<file path="config.mk">
export PLATFORM = sky130hd
export DESIGN_NAME = tiny_host_if
export DESIGN_NICKNAME = d
export VERILOG_FILES = /design/src/rtl/tiny_host_pkg.sv /design/src/rtl/tiny_word_shifter.sv /design/src/rtl/tiny_host_if.sv
export SDC_FILE = /design/constraint.sdc
export NUM_CORES = 1
export LEC_CHECK = 0
export ABC_AREA = 0
export BUFFER_PORTS_ARGS = -buffer_cell sky130_fd_sc_hd__buf_4
export CAP_MARGIN = 20
export CORE_UTILIZATION = 25
export DETAILED_ROUTE_END_ITERATION = 8
export HOLD_SLACK_MARGIN = 0.03
export PLACE_DENSITY = 0.6
export SYNTH_ARGS = -nofsm -noshare
export SYNTH_HDL_FRONTEND = slang
export SYNTH_SLANG_ARGS = --single-unit
</file>
<file path="constraint.sdc">
create_clock -name clk -period 1.8 [get_ports clk]
set_clock_uncertainty 0.2 [all_clocks]
set_input_delay 0.27 -clock clk [delete_from_list [all_inputs] [get_ports clk]]
set_output_delay 0.27 -clock clk [all_outputs]
set_load 0.03 [all_outputs]
</file>
<file path="src/rtl/tiny_host_pkg.sv">
// tiny_host_pkg: shared constants, state encoding and control decode for tiny_host_if.
// Build option: TINY_HOST_WATCHDOG_EN adds the ERR state entered on a RUN timeout.
package tiny_host_pkg;

    localparam int WORD_W       = 32;
    localparam int N_WORDS      = 7;
    localparam int OP_W         = 198;
    localparam int HDR_LAST     = 31;
    localparam int HDR_ADDR_MSB = 5;
    localparam int HDR_ADDR_LSB = 0;
    localparam int ADDR_W       = HDR_ADDR_MSB - HDR_ADDR_LSB + 1;
    localparam int CNT_W        = 3;
    localparam int WD_W         = 20;
    // Width of the final, partial operand word (bits [197:192]).
    localparam int TAIL_W       = OP_W - (N_WORDS - 1) * WORD_W;

    typedef enum logic [2:0] {
        S_IDLE,
        S_LOAD,
        S_WRITE,
        S_RUN,
        S_READ,
        S_CAPT,
        S_SEND
`ifdef TINY_HOST_WATCHDOG_EN
        ,
        S_ERR
`endif
    } state_t;

    // Registered per-state output strobes.
    typedef struct packed {
        logic inReady;
        logic busy;
        logic coreReset;
        logic coreSel;
        logic coreW;
        logic outValid;
    } ctrl_t;

    // Value held while reset is asserted; in_ready stays low until the first clock.
    localparam ctrl_t CTRL_RESET = '{
        inReady:   1'b0,
        busy:      1'b0,
        coreReset: 1'b1,
        coreSel:   1'b1,
        coreW:     1'b0,
        outValid:  1'b0
    };

    // Output strobes for the state the FSM is about to enter.
    function automatic ctrl_t decodeCtrl(input state_t s);
        ctrl_t c;
        c.inReady   = (s == S_IDLE) || (s == S_LOAD);
        c.busy      = (s != S_IDLE);
        c.coreReset = (s != S_RUN);
        c.coreSel   = (s != S_RUN);
        c.coreW     = (s == S_WRITE);
        c.outValid  = (s == S_SEND);
        return c;
    endfunction

endpackage

</file>
<file path="src/rtl/tiny_word_shifter.sv">
// tiny_word_shifter: 198-bit operand register shared by operand assembly and result
// serialisation. Words enter at the top and move down, so the first word ends at [31:0].
module tiny_word_shifter
    import tiny_host_pkg::*;
(
    input  logic              clk,
    input  logic              reset,
    input  logic              i_load,
    input  logic [OP_W-1:0]   i_loadData,
    input  logic              i_shiftIn,
    input  logic              i_shiftInLast,
    input  logic [WORD_W-1:0] i_inWord,
    input  logic              i_shiftOut,
    output logic [OP_W-1:0]   o_data
);

    logic [OP_W-1:0] r_data;

    // Parallel load wins over shifting; the last input word only moves the register by TAIL_W bits.
    always_ff @(posedge clk or negedge reset) begin
        if (!reset) begin
            r_data <= '0;
        end else if (i_load) begin
            r_data <= i_loadData;
        end else if (i_shiftIn) begin
            if (i_shiftInLast) begin
                r_data <= {i_inWord[TAIL_W-1:0], r_data[OP_W-1:TAIL_W]};
            end else begin
                r_data <= {i_inWord, r_data[OP_W-1:WORD_W]};
            end
        end else if (i_shiftOut) begin
            r_data <= {{WORD_W{1'b0}}, r_data[OP_W-1:WORD_W]};
        end
    end

    assign o_data = r_data;

endmodule

</file>
<file path="src/rtl/tiny_host_if.sv">
// tiny_host_if: loads addressed operands into the pairing core RAM, runs the core,
// then streams one result location back out as 32-bit words.
// Build option: TINY_HOST_WATCHDOG_EN enables the RUN watchdog, the ERR state and err.
module tiny_host_if
    import tiny_host_pkg::*;
#(
    parameter logic [ADDR_W-1:0] RES_ADDR = 6'd0,
    parameter logic [WD_W-1:0]   TIMEOUT  = 20'd1000000
) (
    input  logic              clk,
    input  logic              reset,
    input  logic [WORD_W-1:0] in_data,
    input  logic              in_valid,
    output logic              in_ready,
    output logic [WORD_W-1:0] out_data,
    output logic              out_valid,
    input  logic              out_ready,
    output logic              busy,
    output logic              err,
    output logic              core_reset,
    output logic              core_sel,
    output logic [ADDR_W-1:0] core_addr,
    output logic              core_w,
    output logic [OP_W-1:0]   core_data,
    input  logic [OP_W-1:0]   core_out,
    input  logic              core_done
);

    state_t            r_state;
    state_t            w_nextState;
    ctrl_t             r_ctrl;
    logic [ADDR_W-1:0] r_coreAddr;
    logic [ADDR_W-1:0] r_hdrAddr;
    logic              r_hdrLast;
    logic [CNT_W-1:0]  r_count;
    logic              r_runFirst;

    logic              w_inAccept;
    logic              w_hdrAccept;
    logic              w_outXfer;
    logic              w_lastWord;
    logic              w_shiftIn;
    logic              w_shiftOut;
    logic              w_load;
    logic [OP_W-1:0]   w_shiftData;
    logic              w_wdExpired;
    logic              w_unusedHdrBits;

    assign w_inAccept  = in_valid && r_ctrl.inReady;
    assign w_hdrAccept = (r_state == S_IDLE) && w_inAccept;
    assign w_outXfer   = r_ctrl.outValid && out_ready;
    assign w_lastWord  = (r_count == CNT_W'(N_WORDS - 1));
    assign w_shiftIn   = (r_state == S_LOAD) && w_inAccept;
    assign w_shiftOut  = (r_state == S_SEND) && w_outXfer;
    assign w_load      = (r_state == S_CAPT);

    assign w_unusedHdrBits = ^in_data[HDR_LAST-1:HDR_ADDR_MSB+1];

    tiny_word_shifter u_shifter (
        .clk           (clk),
        .reset         (reset),
        .i_load        (w_load),
        .i_loadData    (core_out),
        .i_shiftIn     (w_shiftIn),
        .i_shiftInLast (w_lastWord),
        .i_inWord      (in_data),
        .i_shiftOut    (w_shiftOut),
        .o_data        (w_shiftData)
    );

`ifdef TINY_HOST_WATCHDOG_EN
    logic [WD_W-1:0] r_wdCount;
    logic            r_err;

    assign w_wdExpired = (r_wdCount == TIMEOUT - WD_W'(1));

    // Count cycles spent in RUN, restarting from zero on every entry.
    always_ff @(posedge clk or negedge reset) begin
        if (!reset) begin
            r_wdCount <= '0;
        end else if (r_state == S_RUN) begin
            r_wdCount <= r_wdCount + WD_W'(1);
        end else begin
            r_wdCount <= '0;
        end
    end

    // Sticky error: set on entering ERR, cleared only when the next header is taken.
    always_ff @(posedge clk or negedge reset) begin
        if (!reset) begin
            r_err <= 1'b0;
        end else if (w_nextState == S_ERR) begin
            r_err <= 1'b1;
        end else if (w_hdrAccept) begin
            r_err <= 1'b0;
        end
    end

    assign err = r_err;
`else
    logic w_unusedTimeout;

    assign w_unusedTimeout = ^TIMEOUT;
    assign w_wdExpired     = 1'b0;
    assign err             = 1'b0;
`endif

    // Next-state decision; outputs are then registered from this value so they line up with the state.
    always_comb begin
        w_nextState = r_state;
        case (r_state)
            S_IDLE:  if (w_inAccept) w_nextState = S_LOAD;
            S_LOAD:  if (w_inAccept && w_lastWord) w_nextState = S_WRITE;
            S_WRITE: w_nextState = r_hdrLast ? S_RUN : S_IDLE;
            S_RUN: begin
                if (core_done && !r_runFirst) begin
                    w_nextState = S_READ;
                end
`ifdef TINY_HOST_WATCHDOG_EN
                else if (w_wdExpired) begin
                    w_nextState = S_ERR;
                end
`endif
            end
            S_READ:  w_nextState = S_CAPT;
            S_CAPT:  w_nextState = S_SEND;
            S_SEND:  if (w_outXfer && w_lastWord) w_nextState = S_IDLE;
`ifdef TINY_HOST_WATCHDOG_EN
            S_ERR:   w_nextState = S_IDLE;
`endif
            default: w_nextState = S_IDLE;
        endcase
    end

    // Main FSM: state, registered strobes, header latch, word counter and RAM address.
    always_ff @(posedge clk or negedge reset) begin
        if (!reset) begin
            r_state    <= S_IDLE;
            r_ctrl     <= CTRL_RESET;
            r_coreAddr <= '0;
            r_hdrAddr  <= '0;
            r_hdrLast  <= 1'b0;
            r_count    <= '0;
            r_runFirst <= 1'b0;
        end else begin
            r_state    <= w_nextState;
            r_ctrl     <= decodeCtrl(w_nextState);
            r_runFirst <= (r_state == S_WRITE) && (w_nextState == S_RUN);

            if (w_nextState == S_WRITE) begin
                r_coreAddr <= r_hdrAddr;
            end else if (w_nextState == S_READ) begin
                r_coreAddr <= RES_ADDR;
            end

            if (w_hdrAccept) begin
                r_hdrAddr <= in_data[HDR_ADDR_MSB:HDR_ADDR_LSB];
                r_hdrLast <= in_data[HDR_LAST];
                r_count   <= '0;
            end else if (w_shiftIn || w_shiftOut) begin
                r_count <= w_lastWord ? '0 : r_count + CNT_W'(1);
            end else if (r_state == S_CAPT) begin
                r_count <= '0;
            end
        end
    end

    assign in_ready   = r_ctrl.inReady;
    assign busy       = r_ctrl.busy;
    assign core_reset = r_ctrl.coreReset;
    assign core_sel   = r_ctrl.coreSel;
    assign core_w     = r_ctrl.coreW;
    assign out_valid  = r_ctrl.outValid;
    assign core_addr  = r_coreAddr;
    assign core_data  = w_shiftData;
    assign out_data   = w_shiftData[WORD_W-1:0];

endmodule
</file>
==> results.py, run 1 <==
metrics = {
    "power": {
        "p_per_area_nw_per_um2": 1869,
        "comb_power_share_pct": 52.2,
        "p_leak_nw": 9.293,
        "p_seq_share_pct": 31.1,
        "switching_power_w": 0.01715,
        "clock_power_share_pct": 16.6,
        "internal_power_w": 0.01981,
        "ir_worst_vdd_mv": 0.9271,
        "switching_share_pct": 46.40,
    },
    "yosys": {
        "synth_area_leaders": "dfrtp_1, a221o_1, a22o_1, buf_4, nand2_1",
        "ys_seq_area_share_pct": 52.55,
        "synth_enable_flop_cells": 0,
        "synth_fp_nets": 1108,
        "synth_most_common_cell": "dfrtp_1",
        "syn-cell-area_um2": 10620,
        "synthArstFlopShare_pct": 100.0,
        "synth_top_cell_area_share_pct": 52.30,
        "ys_ff_latch": 223,
        "netlist-cell-type-count": 38,
        "syn_inst": 873,
        "synth_warnings": 0,
        "synth_top_cell_by_area": "dfrtp_1",
        "synthTopCellsByCount": "dfrtp_1, a221o_1, a22o_1",
        "synthFlopType": "dfrtp_1",
        "syn_avg_cell_area_um2": 12.17,
    },
    "sta": {
        "timing.hold.ws_ns": 0.07684,
        "setup_violations": 221,
        "drv_slew": 0,
        "hold_viol": 0,
        "fin_crit_sh_pct": 112.8,
        "worst_slack_ns": -0.2312,
        "finalCriticalPeriod_ns": 2.031,
        "max_freq_mhz": 492.3,
        "rsz0062_at_grt": "true",
    },
    "clock_tree": {
        "root_buffer": "clkbuf_16",
        "clock_latency_ns": 0.57,
        "path_clk_slew_ns": 0.06,
        "cts_max_path_buffers": 3,
        "cts_tree": "built",
        "clock_sinks": 223,
        "cts_buffers": 30,
        "h-tree-depth": 1,
    },
    "critical_path": {
        "critPathMaxStageDelay_ns": 0.42,
        "crit_type": "flip-flop to flip-flop",
        "cpLargestDelayFamily": "compound AO/OA/AOI/OAI gates",
        "crit_slowest_cell": "dfrtp_1",
        "arrival_ns": 2.28,
        "ff2ff_setup_slack_ns": -0.23,
        "start_kind": "flip-flop",
        "cp_max_fo": 25,
        "endpoint_kind": "flip-flop",
        "path_cells": "buf_6 > nand3b_4 > o211a_4 > bufbuf_16 > a221o_1",
        "path_buf_inv": 2,
        "critPathRequiredTime_ns": 2.05,
    },
    "routing": {
        "drt_iter0_drc": 1325,
        "ant_nets": 0,
        "wl_per_cell_um": 31.49,
        "firstDrtPassIters": 5,
        "drc": 0,
        "wl_um": 68680,
        "vias": 12340,
        "vias_per_cell": 5.657,
    },
    "finish": {
        "drive_gt1_share_pct": 45.85,
        "nFillCells": 3767,
        "layout.cells.non_filler": 2181,
        "nets": 1852,
        "fin_area_um2": 19770,
        "syn2layout_area_growth_pct": 86.13,
    },
    "floorplan": {
        "pin_count": 478,
        "die_h_um": 208.1,
        "start_util_pct": 25.32,
        "die_x_um": 208.1,
        "dieArea_um2": 43310,
        "fp-row-count": 75,
        "coreArea_um2": 41950,
    },
    "place": {
        "io_buffers": 476,
        "dp_worst_setup_slack_ns": -0.3836,
        "hpwl_um": 45430,
        "gp_congestion": 0.9657,
        "dpl.cell_count": 1844,
        "dpl_cell_area_um2": 15080,
    },
    "grt": {
        "grt_max_degree": 53,
        "antenna_found_initial": 2,
        "grt_use_total_pct": 29.20,
        "met2_usage_pct": 51.30,
        "grt_pass1_wl_um": 90870,
        "grt_busiest_layer": "met2",
        "gr-total-overflow": 0,
        "grt_pass1_vias": 12290,
        "use_met1_pct": 34.36,
        "globalRouteMet3Util_pct": 4.740,
    },
    "outcome": {
        "status": "finished with violations",
        "violations": "negative setup slack",
    },
    "min_path": {
        "min_path_type": "input port to flip-flop",
    },
    "job": {
        "cap_violations": 0,
    },
}
==> power by group through the flow <==
stage | Combinational [W] | Clock, W | Sequential, W
after floorplan | 0.00681 | 0 | 0.0129
after global placement | 0.0160 | 0 | 0.0114
after detailed placement | 0.0161 | 0 | 0.0114
after CTS | 0.0181 | 0.00626 | 0.0113
after global routing | 0.0200 | 0.00644 | 0.0116
final | 0.0193 | 0.00615 | 0.0115
==> final timing paths <==
check,startpoint,end,depth (start not counted)
max in group asynchronous,reset,u_shifter.o_data[49],4
min in group asynchronous,reset,r_hdrAddr[3],3
hold / removal,in_data[6],u_shifter.o_data[172],5
hold reg to reg,r_hdrAddr[5],core_addr[5],1
setup reg to reg,r_state[0],u_shifter.o_data[14],5
setup / recovery,r_state[0],u_shifter.o_data[14],5
==> layout make-up <==
class | count | area, um^2 | share of cell area (%)
multi-input cells | 519 | 4453 | 22.52
clock inverters | 11 | 111.4 | 0.5633
repair buffers | 842 | 7974 | 40.33
diodes | 2 | 5.005 | 0.02531
inverters | 1 | 3.754 | 0.01899
well taps | 539 | 674.4 | 3.411
flip-flops and latches | 223 | 5654 | 28.60
clock buffers | 44 | 894.6 | 4.525
==> routing by layer <==
| metal | share of wire [%] | vias up |
|---|---|---|
| li1 | - | 5112 |
| met1 | 37 | 6150 |
| met2 | 50 | 921 |
| met3 | 7.8 | 156 |
| met4 | 5.4 | 0 |
| met5 | 0 | - |
==> layout by cell type, fill, tap and decap left out, types with 11 or more instances in the layout <==
cell and n:
buf_16 19, a221o_1 198, a22o_1 158, nand2_1 68, buf_6 19, clkbuf_16 47, dlygate4sd3_1 234, a22o_4 11
buf_4 528, buf_12 21, dfrtp_2 58, dfrtp_1 164, a21oi_1 34
==> tightest hold or removal path: cells and delay by family <==
family	cells	cell delay, ns
AND/OR/NAND/NOR	1	0.04
buffers and inverters	2	0.25
AO/OA/AOI/OAI	2	0.26
==> stage by stage <==
step,total power [W],utilization [%],TNS [ns]
floorplan,0.01966,-,-13.17
global placement,0.02740,35.95,-35.72
detailed placement,0.02750,35.95,-40.97
CTS,0.03570,45.47,-37.67
global route,0.03813,47.13,-53.25
finish,0.03695,47.13,-38.84
==> what timing repair did <==
action | 4_1_cts | 5_1_grt
gates cloned | 13 | 19
endpoints found under the setup margin | 273 | 283
hold buffers | 234 | 0
buffers inserted | 12 | 3
hold endpoints to repair | 434 | 0
pin swaps | 5 | 7
resized for setup | 40 | 93
==> cell families after synthesis <==
family / after synthesis / share of synthesized area [%]
compound gates: 412 / 35.14
flops: 223 / 52.55
buf+inv: 131 / 6.985
simple gates: 99 / 4.547
mux: 7 / 0.7422
other cells: 1 / 0.03531
==> sequential cells by signal, indices dropped and copies added (netlist names) <==
register and count:
busy 1, r_hdrLast 1, in_ready 1, r_hdrAddr 6, core_w 1, r_runFirst 1, core_addr 6, r_state 3
r_count 3, core_sel 1, u_shifter.o_data 198, out_valid 1
Power figures use the tool's default switching activity.
==> inputs of run 2 (changes only) <==
--- a/config.mk
+++ b/config.mk
@@ -11,4 +11,5 @@
 export CORE_UTILIZATION = 25
 export DETAILED_ROUTE_END_ITERATION = 8
+export GPL_ROUTABILITY_DRIVEN = 0
 export HOLD_SLACK_MARGIN = 0.03
 export PLACE_DENSITY = 0.6
==> constraint.sdc (replaced) <==
create_clock -name clk -period 1.8 [get_ports clk]
set_clock_uncertainty 0.2 [all_clocks]
set_input_delay 0.27 -clock clk [delete_from_list [all_inputs] [get_ports clk]]
set_output_delay 0.27 -clock clk [all_outputs]
set_load 0.05 [all_outputs]
==> run 2 against run 1 <==
Compared with the run above:
- the flow still finishes with violations (negative setup slack)
- non-clock buffer count fell by 8
- worst setup slack improved by 0.040 ns
- core utilization shrank 2.0 points
- critical path depth unchanged
- fmax grew 2.0%
- sequential power barely moved
- global-route usage shrank 1.3 points
- sequential share of layout area is 1.1 points higher
==> results.py, run 2 (synthesis gave the netlist of run 1 again) <==
metrics = {
    "sta": {
        "drv_slew": 0,
        "fin_crit_sh_pct": 110.6,
        "finalCriticalPeriod_ns": 1.991,
        "timing.hold.ws_ns": 0.08898,
        "max_freq_mhz": 502.3,
        "worst_slack_ns": -0.1910,
        "hold_viol": 0,
        "rsz0062_at_grt": "true",
        "setup_violations": 257,
    },
    "critical_path": {
        "critPathMaxStageDelay_ns": 0.44,
        "endpoint_kind": "flip-flop",
        "rr_worst_depth": 5,
        "arrival_ns": 2.23,
        "rr_startpoint": "r_state[0]",
        "r2r-end": "u_shifter.o_data[30]",
        "ff2ff_setup_slack_ns": -0.19,
        "path_cells": "buf_12 > nand3b_4 > o211a_4 > buf_12 > a221o_1",
        "critPathRequiredTime_ns": 2.04,
        "cp_max_fo": 53,
        "cpMostUsedCell": "buf_12",
        "start_kind": "flip-flop",
        "crit_type": "flip-flop to flip-flop",
        "crit_start": "r_state[0]",
        "crit_slowest_cell": "dfrtp_2",
    },
    "grt": {
        "antenna_found_initial": 0,
        "grt_pass1_wl_um": 87730,
        "grt_max_degree": 64,
        "grt_pass1_vias": 12450,
        "gr-total-overflow": 0,
        "grt_use_total_pct": 27.87,
    },
    "place": {
        "dp_worst_setup_slack_ns": -0.2322,
        "io_buffers": 476,
        "hpwl_um": 44170,
    },
    "finish": {
        "final_cell_mix": "buf_4, dlygate4sd3_1, a221o_1",
        "utilization_pct": 45.16,
        "nFillCells": 3802,
        "syn2layout_area_growth_pct": 78.34,
        "nets": 1842,
        "drive_gt1_share_pct": 43.48,
        "largest_reg_flops": 198,
        "final_common_cell": "buf_4",
        "insertedDiodeCount": 0,
    },
    "routing": {
        "drc": 0,
        "vias": 12230,
        "drt_iter0_drc": 1249,
        "wl_per_cell_um": 28.91,
        "firstDrtPassIters": 5,
        "wl_um": 62590,
        "ant_nets": 0,
        "vias_per_cell": 5.650,
    },
    "min_path": {
        "worstHoldStart": "in_data[9]",
        "holdPathStages": 5,
        "holdPathEnd": "u_shifter.o_data[175]",
        "min_path_type": "input port to flip-flop",
    },
    "outcome": {
        "violations": "negative setup slack",
        "status": "finished with violations",
    },
    "floorplan": {
        "start_util_pct": 25.32,
        "die_h_um": 208.1,
        "die_x_um": 208.1,
        "coreArea_um2": 41950,
        "fp-row-count": 75,
        "pin_count": 478,
        "dieArea_um2": 43310,
    },
    "clock_tree": {
        "cts_max_path_buffers": 3,
        "path_clk_slew_ns": 0.06,
        "clock_latency_ns": 0.57,
        "clock_sinks": 223,
        "cts_tree": "built",
        "root_buffer": "clkbuf_16",
        "h-tree-depth": 1,
        "cts_buffers": 28,
    },
    "job": {
        "cap_violations": 0,
    },
    "power": {
        "p_per_area_nw_per_um2": 2016,
        "p_leak_nw": 8.976,
        "ir_worst_vdd_mv": 1.290,
    },
}
==> run 2: cell types whose count changed in the layout (fill, tap and decap cells not counted), sizes merged, moves of 2 or more <==
| cell | before | now |
|---|---|---|
| clkinv | 8 | 2 |
| diode | 2 | 0 |
| clkbuf | 60 | 43 |
| bufbuf | 2 | 0 |
| buf | 590 | 598 |
| clkinvlp | 1 | 3 |
==> run 2: repair_timing <==
| item | in CTS | in global routing |
|---|---|---|
| gates resized for setup | 51 | 17 |
| hold endpoints to repair | 433 | 0 |
| setup endpoints to repair | 295 | 287 |
| hold buffers | 234 | 0 |
| setup buffers | 26 | 4 |
| pin swaps | 2 | 5 |
| cloned | 2 | 2 |
==> run 2: how the worst max path moves through the flow <==
stage | end | slack [ns]
after global routing | u_shifter.o_data[81] | -0.23
after floorplan | u_shifter.o_data[100] | -0.1
after CTS | u_shifter.o_data[54] | -0.19
after global placement | u_shifter.o_data[76] | -0.21
final | u_shifter.o_data[30] | -0.19
after detailed placement | u_shifter.o_data[76] | -0.23
==> run 2: worst max-delay path: cells and delay by family, from the launching register on <==
family          cells  cell delay (ns)
compound gates      2             0.66
buf+inv             2             0.35
flops               1             0.44
simple gates        1             0.17
==> run 2: metal layers <==
| layer | up-vias | GRT usage [%] | wire length (um) |
|---|---|---|---|
| met5 | - | 0 | 0 |
| met4 | 0 | 17.37 | 4413 |
| met3 | 181 | 4.770 | 4878 |
| met2 | 939 | 49.90 | 31400 |
| met1 | 6052 | 30.65 | 21900 |
| li1 | 5060 | - | - |
==> run 2: power by group <==
| group | total (W) | internal (W) | switching [W] |
|---|---|---|---|
| Clock | 0.00592 | 0.00364 | 0.00229 |
| Combinational | 0.0211 | 0.00767 | 0.0134 |
| Sequential | 0.0112 | 0.00723 | 0.00399 |
| Total | 0.0382 | 0.0185 | 0.0197 |
==> run 2: per-stage QoR <==
stage	total power, W	setup TNS, ns	cell area [um^2]	std cells
global placement	0.03074	-11.43	15050	1850
finish	0.03819	-31.35	18940	2165
floorplan	0.02314	-16.29	10860	873
global route	0.03932	-42.94	18940	2165
CTS	0.03807	-34.76	18790	2160
detailed placement	0.03090	-15.74	15050	1850
==> run 2: cell type report <==
class                           count  area, um^2  area share [%]
Tap cell                          539       674.4           3.560
Clock buffer                       41       839.6           4.432
Sequential cell                   223        5622           29.68
Multi-Input combinational cell    519        4423           23.35
Timing Repair Buffer              834        7246           38.25
Clock inverter                      8       133.9          0.7068
Inverter                            1       3.754         0.01982
==> inputs of run 3 (changes only) <==
Settings changed: GPL_TIMING_DRIVEN set to 0.
==> run 3 against run 2 <==
Compared with the run above:
- the flow still finishes with violations (negative setup slack)
- sequential power is 4% higher
- count of clock-buffer cells in the layout stayed put
- critical path depth is 3 higher
- cell count is 4.7% higher
- global-route usage is 2.2 points higher
- worst setup slack worse by 0.15 ns
- die area stayed put
- fmax is 7.1% lower
- combinational power is 18% higher
- first-iteration DRC count is 7.3% lower
- largest power group unchanged
==> results.py, run 3 (synthesis gave the netlist of run 1 again) <==
metrics = {
    "outcome": {
        "status": "finished with violations",
        "violations": "negative setup slack",
    },
    "sta": {
        "rsz0062_at_grt": "true",
        "fin_crit_sh_pct": 119.1,
        "drv_slew": 0,
        "relSlewSlack_pct": 52.38,
        "hold_viol": 0,
        "worst_pin_slew_ns": 0.7119,
        "worst_slack_ns": -0.3437,
        "timing.hold.ws_ns": 0.1205,
        "finalCriticalPeriod_ns": 2.144,
        "setup_violations": 214,
        "max_freq_mhz": 466.5,
    },
    "clock_tree": {
        "cts_buffers": 28,
        "path_clk_slew_ns": 0.06,
        "cts_max_path_buffers": 3,
        "clock_sinks": 223,
        "clock_latency_ns": 0.57,
        "cts_tree": "built",
        "root_buffer": "clkbuf_16",
        "h-tree-depth": 1,
    },
    "job": {
        "cap_violations": 0,
    },
    "critical_path": {
        "arrival_ns": 2.43,
        "critPathRequiredTime_ns": 2.09,
        "cpMostUsedCell": "buf_12",
        "cpLargestDelayFamily": "buffers and inverters",
        "crit_type": "flip-flop to flip-flop",
        "path_buf_inv": 4,
        "path_cells": "nand4b_4 > buf_12 > nor3_4 > buf_4 > buf_12 > buf_6 > a22o_1 > a221o_1",
        "critPathMaxStageDelay_ns": 0.41,
        "crit_slowest_cell": "dfrtp_2",
        "cp_max_fo": 10,
        "endpoint_kind": "flip-flop",
        "start_kind": "flip-flop",
    },
    "finish": {
        "nets": 1940,
        "drive_gt1_share_pct": 52.43,
        "final_cell_mix": "buf_4, dlygate4sd3_1, a221o_1",
        "layout.cells.non_filler": 2266,
        "utilization_pct": 49.94,
        "largest_reg_flops": 198,
        "syn2layout_area_growth_pct": 97.23,
        "final_common_cell": "buf_4",
        "nFillCells": 3544,
    },
    "place": {
        "hpwl_um": 47970,
        "dpl.cell_count": 1890,
        "io_buffers": 476,
    },
    "grt": {
        "grt_max_degree": 105,
        "grt_pass1_wl_um": 93800,
        "antenna_found_initial": 1,
        "grt_use_total_pct": 30.09,
        "grt_pass1_vias": 12950,
        "gr-total-overflow": 0,
    },
    "floorplan": {
        "dieArea_um2": 43310,
        "die_h_um": 208.1,
        "fp-row-count": 75,
        "start_util_pct": 25.32,
        "die_x_um": 208.1,
        "pin_count": 478,
        "coreArea_um2": 41950,
    },
    "routing": {
        "vias": 12820,
        "wl_um": 68960,
        "vias_per_cell": 5.658,
        "firstDrtPassIters": 6,
        "drc": 0,
        "wl_per_cell_um": 30.43,
        "ant_nets": 0,
        "drt_iter0_drc": 1158,
    },
    "power": {
        "comb_power_share_pct": 58.4,
        "p_per_area_nw_per_um2": 2031,
        "internal_power_w": 0.02153,
        "clock_power_share_pct": 14.3,
        "switching_power_w": 0.02102,
        "ir_worst_vdd_mv": 1.359,
        "p_leak_nw": 9.790,
        "p_seq_share_pct": 27.3,
        "switching_share_pct": 49.40,
    },
    "min_path": {
        "min_path_type": "input port to asynchronous set/reset pin",
    },
}
run 3: path summary, 6_finish.rpt:
path,start,to,slack [ns],cells after the start
setup reg to reg,r_state[1],u_shifter.o_data[11],-0.34,8
hold reg to reg,r_hdrAddr[5],core_addr[5],0.30,1
max in group asynchronous,reset,u_shifter.o_data[165],0.17,3
hold / removal,reset,r_runFirst,0.12,3
setup / recovery,r_state[1],u_shifter.o_data[11],-0.34,8
min in group clk,in_valid,core_w,0.19,6
run 3: power groups by stage:
stage | Sequential (W) | Combinational [W] | Clock [W]
6_report | 0.0116 | 0.0248 | 0.00609
5_1_grt | 0.0117 | 0.0257 | 0.00635
4_1_cts | 0.0114 | 0.0233 | 0.00614
3_5_place_dp | 0.0115 | 0.0202 | 0
3_3_place_gp | 0.0115 | 0.0200 | 0
2_1_floorplan | 0.0158 | 0.00737 | 0
run 3: cell type report:
class                      instances  area, um^2  share of cell area (%)
sequential                       223        5708                   27.25
multi-input combinational        519        4639                   22.15
clock inverter                    10       138.9                  0.6630
tap                              539       674.4                   3.219
antenna                            1       2.502                 0.01195
clock buffer                      41       850.8                   4.061
timing repair buffer             809        7497                   35.79
inverter                           1       3.754                 0.01792
buffer                           123        1434                   6.845
run 3: timing repair:
item	4_1_cts	5_1_grt
hold endpoints to repair	433	0
buffers inserted	53	10
gates cloned	15	18
pin swaps	55	35
endpoints found under the setup margin	318	249
gates resized for setup	265	112
hold buffers	235	0
run 3: tightest hold or removal path, cell delays in order:
cell and delay (ns):
dlygate4sd3_1 0.57, buf_8 0.14, buf_16 0.35
run 3: routing by layer:
metal | track usage [%] | vias up | part of all wire [%]
met4 | 21.38 | 0 | 8.0
met5 | 0 | - | 0
met1 | 32.22 | 6324 | 35
met3 | 5.208 | 249 | 7.3
li1 | - | 5279 | -
met2 | 53.67 | 969 | 50
run 3: metrics by stage:
stage	instance area (um^2)	setup WS, ns	total power (W)	TNS (ns)
6_report	20950	-0.3437	0.04256	-47.75
5_1_grt	20950	-0.3725	0.04372	-60.61
4_1_cts	20110	-0.2839	0.04083	-47.72
3_5_place_dp	15170	-0.9736	0.03162	-141.34
3_3_place_gp	15110	-1.723	0.03145	-467.81
2_1_floorplan	10860	-0.09651	0.02314	-16.29
